--- config.mk ---
export PLATFORM = sky130hd
export DESIGN_NAME = op_scheduler
export DESIGN_NICKNAME = d
export VERILOG_FILES = /design/src/rtl/clock_ctrl_pkg.sv /design/src/rtl/hold_repeat_timer.sv /design/src/rtl/op_scheduler.sv
export SDC_FILE = /design/constraint.sdc
export NUM_CORES = 1
export LEC_CHECK = 0
export CAP_MARGIN = 25
export CORE_MARGIN = 2
export CORE_UTILIZATION = 25
export CTS_CLUSTER_DIAMETER = 50
export DETAILED_ROUTE_END_ITERATION = 6
export DONT_BUFFER_PORTS = 1
export SYNTH_ARGS = -nofsm -noshare
export SYNTH_HDL_FRONTEND = slang
export SYNTH_SLANG_ARGS = --single-unit
--- constraint.sdc ---
create_clock -name clk -period 2.6 [get_ports clk]
set_clock_uncertainty 0.15 [all_clocks]
set_input_delay 0.78 -clock clk [delete_from_list [all_inputs] [get_ports clk]]
set_output_delay 0.78 -clock clk [all_outputs]
set_load 0.02 [all_outputs]
--- src/rtl/clock_ctrl_pkg.sv ---
// Shared op codes, FSM state encoding and request priority for the clock controller.
// Latency: none (types and pure functions only).
// Backpressure: n/a.
package clock_ctrl_pkg;

   // Operation codes understood by the counter.
   typedef enum logic [1:0] {
      OP_NONE  = 2'b00,
      OP_STO0  = 2'b01,
      OP_MADD  = 2'b10,
      OP_RESET = 2'b11
   } op_e;

   // Scheduler FSM states.
   typedef enum logic [1:0] {
      ST_IDLE     = 2'b00,
      ST_ISSUE    = 2'b01,
      ST_WAIT_ACK = 2'b10
   } state_e;

   // Requester bit positions inside the one-hot/pending vectors: {reset,sto0,madd}.
   localparam int NUM_REQ   = 3;
   localparam int REQ_MADD  = 0;
   localparam int REQ_STO0  = 1;
   localparam int REQ_RESET = 2;

   typedef logic [NUM_REQ-1:0] req_vec_t;

   // Fixed priority: reset beats sto0 beats madd. Returns one-hot (or zero).
   function automatic req_vec_t pick_prio(input req_vec_t pend);
      req_vec_t g;
      g = '0;
      if (pend[REQ_RESET])     g[REQ_RESET] = 1'b1;
      else if (pend[REQ_STO0]) g[REQ_STO0]  = 1'b1;
      else if (pend[REQ_MADD]) g[REQ_MADD]  = 1'b1;
      return g;
   endfunction

   // Map a one-hot grant onto the op code sent to the counter.
   function automatic op_e grant_to_op(input req_vec_t g);
      op_e op;
      op = OP_NONE;
      if (g[REQ_RESET])     op = OP_RESET;
      else if (g[REQ_STO0]) op = OP_STO0;
      else if (g[REQ_MADD]) op = OP_MADD;
      return op;
   endfunction

endpackage

--- src/rtl/hold_repeat_timer.sv ---
// Turns a held level into repeat pulses: first pulse on the HOLD_CYCLES-th high sample, then every REPEAT_CYCLES.
// Latency: tick_o is combinational in the cycle whose posedge takes that sample.
// Backpressure: none; dropping the level clears both counters at the next edge.
module hold_repeat_timer #(
   parameter int HOLD_CYCLES   = 5000,
   parameter int REPEAT_CYCLES = 1250
) (
   input  logic clk,
   input  logic rst,
   input  logic level_i,
   output logic tick_o
);
   localparam int HW = $clog2(HOLD_CYCLES) + 1;
   localparam int RW = $clog2(REPEAT_CYCLES) + 1;
   localparam logic [HW-1:0] HOLD_MAX  = HW'(HOLD_CYCLES);
   localparam logic [HW-1:0] HOLD_LAST = HW'(HOLD_CYCLES - 1);
   localparam logic [RW-1:0] REP_LAST  = RW'(REPEAT_CYCLES - 1);

   logic [HW-1:0] hold_q, hold_d;
   logic [RW-1:0] rep_q, rep_d;

   // Hold phase saturates at HOLD_MAX, after which the repeat counter runs modulo the period.
   always_comb begin
      hold_d = hold_q;
      rep_d  = rep_q;
      tick_o = 1'b0;
      if (!level_i) begin
         hold_d = '0;
         rep_d  = '0;
      end else if (hold_q != HOLD_MAX) begin
         hold_d = hold_q + 1'b1;
         tick_o = (hold_q == HOLD_LAST);
      end else if (rep_q == REP_LAST) begin
         rep_d  = '0;
         tick_o = 1'b1;
      end else begin
         rep_d = rep_q + 1'b1;
      end
   end

   // Counter registers.
   always_ff @(posedge clk) begin
      if (rst) begin
         hold_q <= '0;
         rep_q  <= '0;
      end else begin
         hold_q <= hold_d;
         rep_q  <= rep_d;
      end
   end

endmodule

--- src/rtl/op_scheduler.sv ---
// Arbitrates minute-add / seconds-to-zero / clock-reset requests into single ops for the counter.
// Latency: req rise sampled at E0 -> operation non-zero for the one cycle after E1; grant held until ack/timeout.
// Backpressure: one op in flight; further edges park in per-requester pending bits until IDLE.
module op_scheduler
   import clock_ctrl_pkg::*;
#(
   parameter int HOLD_CYCLES   = 5000,
   parameter int REPEAT_CYCLES = 1250,
   parameter int ACK_TIMEOUT   = 4
) (
   input  logic       clk,
   input  logic       rst,
   input  logic       req_madd,
   input  logic       req_sto0,
   input  logic       req_reset,
   input  logic       encoder_reset,
   output logic [1:0] operation,
   output logic [2:0] grant,
   output logic       busy,
   output logic       err_timeout
);
   localparam int WW = $clog2(ACK_TIMEOUT) + 1;
   localparam logic [WW-1:0] WAIT_LAST = WW'(ACK_TIMEOUT - 1);

   req_vec_t      req_vec, rise, set_mask, clr_mask;
   req_vec_t      prev_q, seen_low_q;
   req_vec_t      pend_q, pend_d;
   req_vec_t      grant_q, grant_d;
   state_e        state_q, state_d;
   op_e           op_q, op_d;
   logic          err_q, err_d;
   logic [WW-1:0] wait_q, wait_d;
   logic          rep_tick;

   assign req_vec = {req_reset, req_sto0, req_madd};

   // A rise only counts once the input has been seen low since reset, so levels held through reset are ignored.
   assign rise = req_vec & ~prev_q & seen_low_q;

   hold_repeat_timer #(
      .HOLD_CYCLES   (HOLD_CYCLES),
      .REPEAT_CYCLES (REPEAT_CYCLES)
   ) u_hold_repeat_timer (
      .clk     (clk),
      .rst     (rst),
      .level_i (req_madd & seen_low_q[REQ_MADD]),
      .tick_o  (rep_tick)
   );

   // Pending-set sources: captured rising edges plus madd auto-repeat ticks.
   always_comb begin
      set_mask           = rise;
      set_mask[REQ_MADD] = rise[REQ_MADD] | rep_tick;
   end

   // Edge history: last sampled level and whether each input has been low since reset.
   always_ff @(posedge clk) begin
      if (rst) begin
         prev_q     <= '0;
         seen_low_q <= '0;
      end else begin
         prev_q     <= req_vec;
         seen_low_q <= seen_low_q | ~req_vec;
      end
   end

   // Next state, outputs and pending update; a new edge wins over a same-cycle clear.
   always_comb begin
      state_d  = state_q;
      op_d     = op_q;
      grant_d  = grant_q;
      err_d    = 1'b0;
      wait_d   = wait_q;
      clr_mask = '0;
      case (state_q)
         ST_IDLE: begin
            if (|pend_q) begin
               grant_d = pick_prio(pend_q);
               op_d    = grant_to_op(grant_d);
               // A full clock reset makes outstanding madd/sto0 requests meaningless.
               if (pend_q[REQ_RESET]) begin
                  clr_mask[REQ_MADD] = 1'b1;
                  clr_mask[REQ_STO0] = 1'b1;
               end
               state_d = ST_ISSUE;
            end
         end
         ST_ISSUE: begin
            op_d    = OP_NONE;
            wait_d  = '0;
            state_d = ST_WAIT_ACK;
         end
         ST_WAIT_ACK: begin
            if (encoder_reset) begin
               clr_mask = grant_q;
               grant_d  = '0;
               state_d  = ST_IDLE;
            end else if (wait_q == WAIT_LAST) begin
               err_d    = 1'b1;
               clr_mask = grant_q;
               grant_d  = '0;
               state_d  = ST_IDLE;
            end else begin
               wait_d = wait_q + 1'b1;
            end
         end
         default: begin
            op_d    = OP_NONE;
            grant_d = '0;
            state_d = ST_IDLE;
         end
      endcase
      pend_d = (pend_q & ~clr_mask) | set_mask;
   end

   // FSM and output registers.
   always_ff @(posedge clk) begin
      if (rst) begin
         state_q <= ST_IDLE;
         op_q    <= OP_NONE;
         grant_q <= '0;
         err_q   <= 1'b0;
         wait_q  <= '0;
         pend_q  <= '0;
      end else begin
         state_q <= state_d;
         op_q    <= op_d;
         grant_q <= grant_d;
         err_q   <= err_d;
         wait_q  <= wait_d;
         pend_q  <= pend_d;
      end
   end

   assign operation   = op_q;
   assign grant       = grant_q;
   assign busy        = (state_q != ST_IDLE);
   assign err_timeout = err_q;

endmodule

# ---- After elaboration in Yosys (flattened, before gate mapping)
# Cells that the tools add are included.
dict set report word_totals {
  elab_cells 82
  ff_bits 46
  input_bits 6
  output_inout_bits 7
}
dict set report op_classes {
  mux 36
  eq_ne 10
  n_reduce_logical 10
  n_addsub 3
  n_bitwise 13
}
# cell n
set op_table {}
lappend op_table {{2-bit 2-to-1 mux} 12}
lappend op_table {{3-bit 2-to-1 mux} 7}
lappend op_table {{14-bit by 1-bit adder with 14-bit output, second input constant} 1}
lappend op_table {{14-bit by 13-bit equality test with 1-bit output, second input constant} 1}
lappend op_table {{14-bit by 13-bit != test with 1-bit output, second input constant} 1}
lappend op_table {{12-bit by 1-bit adder with 12-bit output, second input constant} 1}
lappend op_table {{12-bit by 11-bit equality test with 1-bit output, second input constant} 1}
lappend op_table {{12-bit 2-to-1 mux} 1}
lappend op_table {{1-bit 2-to-1 mux} 11}
lappend op_table {{3-bit AND} 3}
lappend op_table {{3-bit NOT} 3}
lappend op_table {{3-bit one-hot mux with 3 select lines} 1}
lappend op_table {{2-bit one-hot mux with 2 select lines} 2}
lappend op_table {{2-bit != test, second input constant} 3}
lappend op_table {{3-bit bitwise OR} 2}
lappend op_table {{2-bit one-hot mux with 3 select lines} 1}
lappend op_table {{3-bit one-hot mux with 2 select lines} 1}
lappend op_table {{3-bit AND reduction} 2}
lappend op_table {{3-bit OR reduction} 2}
lappend op_table {{2-bit AND reduction} 2}
lappend op_table {{2-bit nonzero test} 2}
lappend op_table {{3-bit by 1-bit adder with 3-bit output, second input constant} 1}
lappend op_table {{3-bit by 2-bit equality test with 1-bit output, second input constant} 1}
lappend op_table {{3-bit != test, second input constant} 1}
lappend op_table {{7 further kinds} 9}

# ---- Depth between registers and ports, before layout
# Gate-level depths: netlist of the first run.
dict set report logic_depth {
  ltp_word 10
  mapped_depth 8
  depth_no_buf 6
}

# ---- Modules after synthesis
# A second synthesis of the first run with hierarchy kept.
dict set report unflattened {
  cells_unflattened 264
  hier_area_um2 2230.9
}
# mod area_per_inst_um2 instances cells_each seq_area_each_um2
set modules_own_cells {}
lappend modules_own_cells {hold_repeat_timer 1355.0 1 167 520.5}
lappend modules_own_cells {op_scheduler 875.8 1 97 400.4}

# ---- Worst setup path before layout of the first run
# OpenSTA, ideal clock, no wires.
dict set report synth_path {
  kind {in2reg}
  from {input port rst}
  to {register u_hold_repeat_timer.rep_q[10]}
  required_time_ns 2.332
  setup_slack_ns 0.614
  arrival_time_ns 1.718
  path_stages 6
  setup_ns 0.118
  n_path_buf 2
  cell_sequence {clkbuf_1 nand3b_1 clkbuf_1 nor2_1 nand4b_1 o21ai_1}
}
dict set report synth_via {
  elab_chain_len 1
}
# element line_no
set synth_rtl {}
lappend synth_rtl {{start, declared} op_scheduler.sv:12} ;# input logic rst,
lappend synth_rtl {{2-bit OR reduction (no line)} --}
lappend synth_rtl {{end signal, assigned} hold_repeat_timer.sv:48} ;# rep_q <= rep_d;
lappend synth_rtl {{end, declared} hold_repeat_timer.sv:20} ;# logic [RW-1:0] rep_q, rep_d;
# Every way passes these cells.
# A chain may end at the register's enable or synchronous reset.

# ---- Final worst setup path of the first run
dict set report layout_path {
  from {register state_q[0]}
  to {output port busy}
}
dict set report layout_via {
  elab_chain_len 1
}
# element line_no
set layout_rtl {}
lappend layout_rtl {{start, declared} op_scheduler.sv:29} ;# state_e state_q, state_d;
lappend layout_rtl {{start signal, assigned} op_scheduler.sv:126} ;# state_q <= state_d;
lappend layout_rtl {{2-bit nonzero test} op_scheduler.sv:137} ;# assign busy = (state_q != ST_IDLE);
lappend layout_rtl {{end, declared} op_scheduler.sv:19} ;# output logic busy,
# Every way passes these cells.

==> flow_summary.toml, run 1 <==
[outcome]
outcome = "completed"

[placed_design]
dp_cells = 359
hpwl_microns = 2970
dpl_worst_slack_ps = 543
port_buffers = 0
place_congestion = 0.821

[cells_and_area]
drive_above_1_share_pct = 5.41
layout_commonest_cell = "dfxtp_1"
final_cell_mix = "46 x dfxtp_1, 28 x nor2_1, 27 x a21oi_1, 18 x nand2_1, 15 x nand3_1"
fillers = 939
nets = 270
multi_input_area_sq_um = 1180
fin_cells = 367
num_antenna_cells = 0
ff_latch_area_sq_um = 921
areaGrowthSynthToFinish_pct = 8.02

[clocking]
clk_latency_ps = 290
cts_sinks = 46
clockRootBuffer = "clkbuf_8"
cts-htree-levels = 2
clkSlewWorstSetupHoldPaths_ps = 90
numCtsBuffers = 5
ctsResizeCount = 0
clock_path_buffers = 2
cts_tree = "built"
postCtsHoldBufs = 0
cts_setup_buffers = 0

[global_routing]
grt_pass1_vias = 1641
grt_max_degree = 24
grt_pass1_wl_microns = 7680
grt.overflow.total = 0
grt_usage_pct = 9.45
antenna_found_initial = 0

[critical_path]
crit_slowest_cell = "dfxtp_1"
cp_top_family = "flip-flops"
crit_type = "reg -> out"
crit_fanout = 9
endpoint_kind = "output port"
critical_path.cell_chain = "nor2_1 > inv_1"
max_stage_delay_ps = 490
crit_arrival_ps = 1190
cp-start-kind = "flip-flop"
cp_num_buf_inv = 1
worstPathRequired_ps = 1670

[floorplan]
core-area_sq_um = 8640
die_width_microns = 97.8
rows = 34
dieArea_sq_um = 9560
start_util_pct = 25.5
die_h_microns = 97.8
num_io_pins = 13

[detailed_routing]
drcViolationCount = 0
viasPerCell = 4.83
wl_per_cell_microns = 11.6
routed_wirelength_microns = 4270
ant_nets = 0
first_pass_iters = 5
vias = 1774
drt_iter0_drc = 112

[sta]
worst_pin_slew_ps = 536
max_freq_mhz = 471
drv_slew = 0
timing.final.crit_share_pct = 81.6
setup_slack_ps = 479
final.min_clock_period_ps = 2120
rsz0062_at_grt = "no"
tns_ps = 0
hold_violations = 0
setup_violations = 0
maxSlewHeadroom_pct = 63.8

[synth]
yosysWarnings = 0
yosys-top-cells-area = "dfxtp_1 42%, a21oi_1 6.1%, nor2_1 4.8%"
synth_edf_count = 0
yosys.area.top_type = "dfxtp_1"
ys.flop_type = "dfxtp_1"
synth_nets = 273
synth_top_area_share_pct = 41.9
seq_area_frac_synth_pct = 41.9
synthArstFlopShare_pct = 0
synthesis.area_sq_um = 2200
ys_ff_latch = 46
syn_inst = 261
ys_types = 42
synth.avg_cell_area_sq_um = 8.43

[power_and_ir_drop]
ir_worst_vdd_mv = 0.244
leakage_nw = 0.742
pwr_density_cell_nw_per_um2 = 526

[flow_run]
max-cap-violations = 0

[min_path]
hold_path_class = "reg -> reg"
[routing by layer]
layer	wire, microns	vias up	track usage [%]
met3	139	6	2.43
met5	0	-	0
met1	2110	817	12.2
met2	1960	19	15.5
met4	59	0	3.10
li1	-	932	-
[logic make-up (layout without fill, tap and decap cells)]
logic type,Yosys count,count (layout),share of synthesized area [%]
simple gates,126,126,33.2
compound gates,50,50,13.1
flops,46,46,41.9
buf+inv,23,21,4.44
xor+xnor,10,10,3.98
fa+ha+maj,6,6,3.41
[state kept, by name, indices dropped and copies added, names as in the netlist]
signal                      flops
pend_q                          3
u_hold_repeat_timer.hold_q     14
operation                       2
u_hold_repeat_timer.rep_q      12
state_q                         2
err_timeout                     1
prev_q                          3
wait_q                          3
seen_low_q                      3
grant                           3
[area by class of cell]
cell class                      count  share of cell area (%)
Clock buffer                        6                    3.05
Multi-Input combinational cell    192                    49.7
Sequential cell                    46                    38.8
Timing Repair Buffer                1                   0.316
Tap cell                          108                    5.69
Clock inverter                      2                   0.579
Inverter                           12                    1.90
[through the flow]
stage	utilization (%)	total power, mW	hold WS (ps)	instance area (sq um)
after floorplan	-	0.819	276	2200
after global placement	26.5	0.829	280	2290
after detailed placement	26.5	0.830	290	2290
after CTS	27.5	1.27	303	2380
after global routing	27.5	1.31	325	2380
final	27.5	1.25	299	2380
[cells in the mapped netlist, types with 4 or more instances]
| cell type | n |
|---|---|
| nand3b_1 | 5 |
| ha_1 | 6 |
| o21ai_0 | 9 |
| clkbuf_1 | 6 |
| nand4b_1 | 4 |
| o21ai_1 | 5 |
| a21oi_1 | 27 |
| nand3_1 | 15 |
| inv_1 | 12 |
| nor4_1 | 4 |
| nor2_1 | 28 |
| nand2_1 | 18 |
| dfxtp_1 | 46 |
| or3_1 | 8 |
| xnor2_1 | 7 |
| nand4_1 | 7 |
| nor3_1 | 12 |
[final timing paths]
path,from,to,slack (ps),cells past startpoint
max reg2reg,u_hold_repeat_timer.hold_q[0],u_hold_repeat_timer.rep_q[9],510,6
min reg2reg,seen_low_q[2],seen_low_q[2],300,2
max,state_q[0],busy,480,2
min,seen_low_q[2],seen_low_q[2],300,2
[where the power goes]
group,total [mW],internal [mW],switching (mW)
clock,0.437,0.190,0.247
combinational,0.0613,0.0254,0.0359
sequential,0.751,0.723,0.0283
total,1.25,0.939,0.311
[tightest hold or removal path, delay by kind of cell, from the launching register on]
family                 cells  cell delay (ps)
AOI/OAI and AO/OA          1               50
DFF                        1              320
buffers and inverters      1               50
Note: power is estimated with default switching activity, not from simulation.
==> inputs of run 2 (changes only) <==
==> constraint.sdc (replaced) <==
create_clock -name clk -period 2.18 [get_ports clk]
set_clock_uncertainty 0.15 [all_clocks]
set_input_delay 0.654 -clock clk [delete_from_list [all_inputs] [get_ports clk]]
set_output_delay 0.654 -clock clk [all_outputs]
set_load 0.02 [all_outputs]
==> flow_summary.toml, run 2 (synthesis results as in run 1) <==
[outcome]
outcome = "completed"

[cells_and_area]
largest_reg_flops = 14
drive_above_1_share_pct = 5.75
layout_commonest_cell = "dfxtp_1"
multi_input_area_sq_um = 1180
final_cell_mix = "46 x dfxtp_1, 28 x nor2_1, 27 x a21oi_1, 18 x nand2_1, 15 x nand3_1"
stdcell_area_sq_um = 2410
reg_top3 = "u_hold_repeat_timer.hold_q (14), u_hold_repeat_timer.rep_q (12)"
areaGrowthSynthToFinish_pct = 9.61
fillers = 932
num_antenna_cells = 0
largest-register = "u_hold_repeat_timer.hold_q"
nets = 272
ff_latch_area_sq_um = 921

[clocking]
postCtsHoldBufs = 0
ctsResizeCount = 0
cts_sinks = 46
cts-htree-levels = 2
cts_setup_buffers = 0
clkSlewWorstSetupHoldPaths_ps = 90
clock_path_buffers = 2
numCtsBuffers = 5
clk_latency_ps = 300
cts_tree = "built"
clockRootBuffer = "clkbuf_8"

[global_routing]
grt_max_degree = 21
grt_pass1_vias = 1685
grt_pass1_wl_microns = 7840
grt_usage_pct = 9.73
grt.overflow.total = 0
antenna_found_initial = 0

[power_and_ir_drop]
ir_worst_vdd_mv = 0.430
leakage_nw = 0.759
pwr_density_cell_nw_per_um2 = 663

[critical_path]
endpoint_kind = "output port"
reg2reg_depth = 6
r2r-start = "u_hold_repeat_timer.hold_q[0]"
timing.rr.end = "u_hold_repeat_timer.hold_q[2]"
worstPathRequired_ps = 1380
cp-startpoint = "state_q[1]"
r2r_setup_slack_ps = 210
crit_fanout = 8
crit_type = "reg -> out"
crit_path_end = "busy"
crit_arrival_ps = 1170
cp-start-kind = "flip-flop"

[sta]
worst_pin_slew_ps = 484
final.min_clock_period_ps = 1980
tns_ps = 0
setup_violations = 0
maxSlewHeadroom_pct = 67.3
hold-worst-slack_ps = 265
hold_violations = 0
max_freq_mhz = 505
timing.final.crit_share_pct = 90.8
drv_slew = 0
rsz0062_at_grt = "no"

[detailed_routing]
viasPerCell = 4.99
drt_iter0_drc = 104
drcViolationCount = 0
routed_wirelength_microns = 4520
ant_nets = 0
wl_met1_microns = 2170
vias = 1842
dr_wl_met2_microns = 2050
first_pass_iters = 4
routed-wl-met3_microns = 247
wl_per_cell_microns = 12.3
top_layer_used = "met4"

[flow_run]
max-cap-violations = 0

[floorplan]
die_h_microns = 97.8
start_util_pct = 25.5
dieArea_sq_um = 9560
die_width_microns = 97.8
core-area_sq_um = 8640
rows = 34
num_io_pins = 13

[placed_design]
place_congestion = 0.828
hpwl_microns = 3210
port_buffers = 0
postPlaceCellArea_sq_um = 2300

[min_path]
hold_path_class = "in -> reg"
## run 2: cell count changes in the layout (fill, tap and decap cells not counted)
cell / delta
clkinv_2: -1
clkbuf_1: +1
buf_4: +2
clkinv_4: -1
bufinv_16: +1
## run 2: worst max-delay path, stage by stage, from the launching register on
cell     delay [ps]
dfxtp_1         390
nor2_1          270
inv_1           220
## run 2: where the power goes
part           leakage [nW]  switching, mW  internal [mW]
registers             0.374         0.0339          0.862
logic                 0.333         0.0435         0.0303
clock network        0.0524          0.284          0.343
total                 0.759          0.362           1.24
## run 2: worst min-delay path by stage
stage / start / end / slack [ps] / depth (start not counted)
4_1_cts: rst / seen_low_q[0] / 260 / 1
5_1_grt: rst / state_q[1] / 260 / 1
3_3_place_gp: seen_low_q[2] / seen_low_q[2] / 280 / 2
3_5_place_dp: seen_low_q[2] / seen_low_q[2] / 290 / 2
2_1_floorplan: seen_low_q[2] / seen_low_q[2] / 280 / 2
6_report: rst / seen_low_q[0] / 260 / 1
## run 2: metal layers
metal,vias up,track usage (%)
met1,857,12.4
li1,932,-
met3,5,2.51
met4,0,3.21
met2,48,16.1
met5,-,0
## run 2: layout make-up
class / count / area share (%)
clock inverters: 1 / 1.25
flip-flops and latches: 46 / 38.2
inverters: 12 / 1.87
multi-input cells: 192 / 49.0
well taps: 108 / 5.60
repair buffers: 3 / 0.934
clock buffers: 7 / 3.17
## run 2: per-stage QoR
step | utilization (%) | cells | power, mW | setup slack (ps)
2_1_floorplan | - | 261 | 0.977 | 320
3_3_place_gp | 26.7 | 361 | 0.990 | 287
3_5_place_dp | 26.7 | 361 | 0.991 | 248
4_1_cts | 27.9 | 369 | 1.62 | 186
5_1_grt | 27.9 | 369 | 1.65 | 58.8
6_report | 27.9 | 369 | 1.60 | 201
